### src/rtl/cart_image_loader.sv
// Cartridge download qualifier: forwards HPS ioctl bytes into cart RAM, decodes and
// strips the A78 header, and publishes cart size/flags with a completion pulse.
module cart_image_loader #(
  parameter int ADDR_W  = 18,
  parameter int HDR_LEN = 128
) (
  input  logic              clk_sys,
  input  logic              reset,
  input  logic              ioctl_download,
  input  logic [7:0]        ioctl_index,
  input  logic              ioctl_wr,
  input  logic [24:0]       ioctl_addr,
  input  logic [7:0]        ioctl_dout,
  output logic [ADDR_W-1:0] ram_addr,
  output logic [7:0]        ram_data,
  output logic              ram_we,
  output logic              cart_is_7800,
  output logic [31:0]       cart_size,
  output logic [15:0]       cart_flags,
  output logic [7:0]        joy0_type,
  output logic [7:0]        joy1_type,
  output logic [7:0]        cart_region,
  output logic [7:0]        cart_save,
  output logic              busy,
  output logic              load_done,
  output logic              overflow
);

  typedef enum logic [1:0] {IDLE, LOAD, FINISH} state_t;

  localparam logic [39:0] MAGIC = "ATARI";
  localparam logic [24:0] HDR   = 25'(HDR_LEN);

  state_t      state, state_nxt;
  logic        cart_dl, load_entry, accept;
  logic [39:0] magic, magic_nxt;
  logic        match_now, is_7800_eff;
  logic [24:0] wr_addr, last_addr;
  logic        addr_over, wrote;
  logic [31:0] last_p1, size_calc;

  assign cart_dl    = ioctl_download && (ioctl_index != 8'd0);
  assign load_entry = (state == IDLE) && cart_dl;
  assign accept     = (state == LOAD) && cart_dl && ioctl_wr;
  assign busy       = (state != IDLE);

  // Header magic is shifted in over offsets 1..5; offset 5 may complete it this cycle.
  assign magic_nxt   = {magic[31:0], ioctl_dout};
  assign match_now   = accept && (ioctl_addr == 25'd5) && (magic_nxt == MAGIC);
  assign is_7800_eff = cart_is_7800 || match_now;

  assign wr_addr   = (is_7800_eff && (ioctl_addr >= HDR)) ? (ioctl_addr - HDR) : ioctl_addr;
  assign addr_over = ((wr_addr >> ADDR_W) != 25'd0);

  assign last_p1 = {7'd0, last_addr} + 32'd1;

  always_comb begin
    size_calc = 32'd0;
    if (wrote) begin
      if (!cart_is_7800)
        size_calc = last_p1;
      else if (last_addr >= HDR)
        size_calc = last_p1 - 32'(HDR_LEN);
    end
  end

  always_ff @(posedge clk_sys) begin
    if (reset) state <= IDLE;
    else       state <= state_nxt;
  end

  always_comb begin
    state_nxt = state;
    case (state)
      IDLE:    if (cart_dl)  state_nxt = LOAD;
      LOAD:    if (!cart_dl) state_nxt = FINISH;
      FINISH:  state_nxt = IDLE;
      default: state_nxt = IDLE;
    endcase
  end

  always_ff @(posedge clk_sys) begin
    if (reset) begin
      ram_addr     <= '0;
      ram_data     <= 8'd0;
      ram_we       <= 1'b0;
      cart_is_7800 <= 1'b0;
      cart_size    <= 32'd0;
      cart_flags   <= 16'd0;
      joy0_type    <= 8'd0;
      joy1_type    <= 8'd0;
      cart_region  <= 8'd0;
      cart_save    <= 8'd0;
      load_done    <= 1'b0;
      overflow     <= 1'b0;
      magic        <= 40'd0;
      last_addr    <= 25'd0;
      wrote        <= 1'b0;
    end else begin
      ram_we    <= 1'b0;
      load_done <= 1'b0;

      if (load_entry) begin
        overflow     <= 1'b0;
        magic        <= 40'd0;
        cart_is_7800 <= 1'b0;
        cart_flags   <= 16'd0;
        joy0_type    <= 8'd0;
        joy1_type    <= 8'd0;
        cart_region  <= 8'd0;
        cart_save    <= 8'd0;
        wrote        <= 1'b0;
      end

      if (accept) begin
        last_addr <= ioctl_addr;
        wrote     <= 1'b1;
        if ((ioctl_addr >= 25'd1) && (ioctl_addr <= 25'd5)) magic <= magic_nxt;
        if (match_now) cart_is_7800 <= 1'b1;
        case (ioctl_addr)
          25'd53:  cart_flags[15:8] <= ioctl_dout;
          25'd54:  cart_flags[7:0]  <= ioctl_dout;
          25'd55:  joy0_type        <= ioctl_dout;
          25'd56:  joy1_type        <= ioctl_dout;
          25'd57:  cart_region      <= ioctl_dout;
          25'd58:  cart_save        <= ioctl_dout;
          default: ;
        endcase
        // Bytes past RAM capacity are dropped but still count towards the size.
        if (addr_over) begin
          overflow <= 1'b1;
        end else begin
          ram_we   <= 1'b1;
          ram_addr <= wr_addr[ADDR_W-1:0];
          ram_data <= ioctl_dout;
        end
      end

      if (state == FINISH) begin
        cart_size <= size_calc;
        load_done <= 1'b1;
      end
    end
  end

endmodule

### config.mk
export PLATFORM = sky130hd
export DESIGN_NAME = cart_image_loader
export DESIGN_NICKNAME = d
export VERILOG_FILES = /design/src/rtl/cart_image_loader.sv
export SDC_FILE = /design/constraint.sdc
export NUM_CORES = 1
export LEC_CHECK = 0
export CORE_ASPECT_RATIO = 0.6
export CORE_MARGIN = 2
export CORE_UTILIZATION = 56
export CTS_CLUSTER_SIZE = 14
export DETAILED_ROUTE_END_ITERATION = 6
export PLACE_DENSITY = 0.86
export SKIP_CTS_REPAIR_TIMING = 1
export SLEW_MARGIN = 20
export SYNTH_ARGS = -nofsm -noshare
export SYNTH_HDL_FRONTEND = slang
export SYNTH_SLANG_ARGS = --single-unit
### constraint.sdc
create_clock -name clk_sys -period 7.1 [get_ports clk_sys]
set_input_delay 0.71 -clock clk_sys [delete_from_list [all_inputs] [get_ports clk_sys]]
set_output_delay 0.71 -clock clk_sys [all_outputs]
set_load 0.02 [all_outputs]
==> metrics.md <==
| Metric | Value |
|---|---|
| Initial Utilization | `0.5772` |
| Outcome | `complete, but fails checks` |
| Register area | `3303 um2` |
| Fraction of layout cells with a size suffix above 1 | `0.05903` |
| Worst-path clk slew | `70 ps` |
| Number of global-route vias before repair | `6977` |
| Die Y | `96.22 um` |
| Cells after synthesis | `1024` |
| Footprint of the multi-input gates | `4233 um2` |
| DRT Wirelength | `23420 um` |
| Sequential area share after synthesis | `0.4162` |
| Initial antenna violation count | `0` |
| Routed len/inst | `17.65 um` |
| Core box area | `13750 um2` |
| Fin nets | `1172` |
| Yosys top cell by area | `dfxtp_1` |
| Final hold slack | `455.3 ps` |
| Tcrit/Tclk final | `0.5438` |
| Gpl congestion | `0.9718` |
| EDFF count, synth | `0` |
| Worst-Margin Slew | `1086 ps` |
| Mapped Area | `7936 um2` |
| Critical Path End Type | `register` |
| Logic pwr share | `0.062` |
| Main synth FF type | `dfxtp_1` |
| Row count | `33` |
| Overall Power | `1.966 mW` |
| Setup TNS Final | `0 ps` |
| First-pass GRT wire length | `36660 um` |
| Area Growth Syn to Fin | `26.36%` |
| Hold Crit Endpoint | `cart_size[16]` |
| RSZ-0062 raised after global routing | `false` |
| Slew HR | `0.2762` |
| Switching pwr | `0.5222 mW` |
| Sequential share of power | `0.477` |
| Static Leak | `3.621 nW` |
| Synth cell count leaders | `nor2_1 (166), dfxtp_1 (165), nand2_1 (131)` |
| Setup Crit Path Kind | `input pin to register` |
| Critical-path maximum fanout | `32` |
| Pint | `1.444 mW` |
| Worst-Skew Late Latency | `430 ps` |
| Max Clock Freq | `0.2590 GHz` |
| FF-to-FF path depth | `11` |
| Sw Share | `0.2656` |
| VDD IR-drop max | `0.1653 mV` |
| Worst Slack Setup Final | `3239 ps` |
| Fin crit period | `3861 ps` |
| CP Launch Point | `ioctl_addr[3]` |
| Netlist cell types | `64` |
| MaxCap Viol Count | `0` |
| Io pins | `156` |
| Clock buffer depth | `2` |
| Pre-CTS setup slack | `2599 ps` |
| Total die area | `15170 um2` |
| Syn Nets | `1074` |
| Synth async-reset ratio | `0` |
| Die X-Extent | `157.7 um` |
| Max Slew Vio Count | `0` |
| CP Launch Type | `input pin` |
| Mapped Avg Cell Area | `7.750 um2` |
| Hold path depth | `2` |
| Tot GR Track Use | `0.3105` |
| Final setup viols | `0` |
| Clock network power share | `0.461` |
| Drt pass-1 iters | `7` |
| CP required | `7430 ps` |
| R2r setup slk | `3240 ps` |
| Antenna diodes | `0` |
| Clk root buf | `clkbuf_16` |
| H-tree levels | `4` |
| Hold_sp | `cart_size[16]` |
| Initial DRC Count | `880` |
| Top-area cell type share of the netlist area | `0.4162` |
| CTS tree | `built` |
| Pwr dens | `196.1 nW/um2` |
| Synth top area cells | `dfxtp_1 (42%), nor2_1 (7.9%), nand2_1 (6.2%), a21oi_1 (6.1%), nand3_1 (4.4%)` |
| Final hold violations | `0` |
| DRC errors left | `4` |
| Via density | `6.017` |
| ANT nets after route | `0` |
| Vias post-DR | `7984` |
| Top-count cell post-synth | `nor2_1` |
| Reg2Reg Launch Point | `last_addr[4]` |
| Worst hold path type | `register to register` |
| Layout Utilization | `0.7294` |
| Hpwl dp | `16290 um` |
| Filler cell count | `1057` |
| PortBufs | `155` |
| Clock buffer count from CTS | `17` |
| Grt ovf | `0` |
| Arr. time, crit path | `4190 ps` |
| Register bit total from synthesis | `165` |
| Worst r2r dst | `cart_size[17]` |
| Worst Skew | `13.31 ps` |
| Syn. warnings | `0` |
| Failing checks | `design-rule violations` |
| Largest net degree at the start of global routing | `107` |
| Clk sinks | `165` |
==> critical path, cell delays in order <==
cell,delay (ps)
clkdlybuf4s50_1,530
nor4_1,620
or4b_2,640
nor4_1,210
nand3_1,300
o2111ai_4,620
buf_16,240
a311oi_1,70
a31o_2,230
==> placed cells by master, fill, tap and decap left out, types with 7 or more instances in the layout <==
cell type	instances
clkbuf_16	17
o21ai_0	28
a21oi_1	96
nor2_1	165
clkdlybuf4s50_1	154
xor2_1	10
inv_1	11
or4_1	7
buf_4	8
nor4b_1	7
nand4_1	18
or2_2	7
a22oi_1	11
nand2_1	131
or3_1	8
and3_1	13
mux2i_1	25
nor4_1	15
nand3_1	70
nor3_1	26
dfxtp_1	165
xnor2_1	30
==> flip-flops by register name, summed over array words and instances, names as in the netlist, 8 cells and up <==
signal / count
cart_flags: 16
cart_region: 8
cart_save: 8
cart_size: 27
joy0_type: 8
joy1_type: 8
last_addr: 25
magic: 32
ram_addr: 18
ram_data: 8
==> through the flow <==
step / instance area (um2) / std cells
after floorplan: 7936 / 1024
after global placement: 9420 / 1294
after detailed placement: 9420 / 1294
after CTS: 9998 / 1326
after global routing: 10030 / 1327
final: 10030 / 1327
==> kinds of logic after synthesis <==
group                    after synthesis  share of synthesized area
flip-flops                           165                     0.4162
buffers and inverters                 96                    0.05092
AND/OR/NAND/NOR                      499                     0.2951
adder cells (fa/ha/maj)                5                   0.007883
multiplexers                          26                    0.03295
AO/OA/AOI/OAI                        193                     0.1528
XOR/XNOR                              40                    0.04414
==> worst max-delay path by stage <==
| stage | end | cells after the start |
|---|---|---|
| after detailed placement | ram_addr[10] | 8 |
| final | ram_addr[14] | 9 |
| after global placement | ram_addr[10] | 8 |
| after global routing | cart_size[17] | 11 |
| after CTS | ram_addr[10] | 8 |
| after floorplan | ram_addr[8] | 8 |
==> layer usage <==
layer  wire (um)  track usage
met3        3074      0.08465
met5           0            0
met1       10480       0.4619
met4         207      0.08258
met2        9656       0.4380
==> power groups by stage <==
stage	logic, mW	registers [mW]	clock network, mW
after floorplan	0.0702	0.954	0
after global placement	0.118	0.958	0
after detailed placement	0.119	0.958	0
after CTS	0.119	0.936	0.910
after global routing	0.131	0.937	0.955
final	0.122	0.937	0.907
==> layout make-up <==
type	instances	share of cell area
Clock buffer	17	0.04242
Clock inverter	15	0.01522
Inverter	12	0.004492
Multi-Input combinational cell	763	0.4221
Sequential cell	165	0.3294
Tap cell	192	0.02395
Timing Repair Buffer	163	0.1624
No activity file was read; power rests on OpenSTA's default activity.
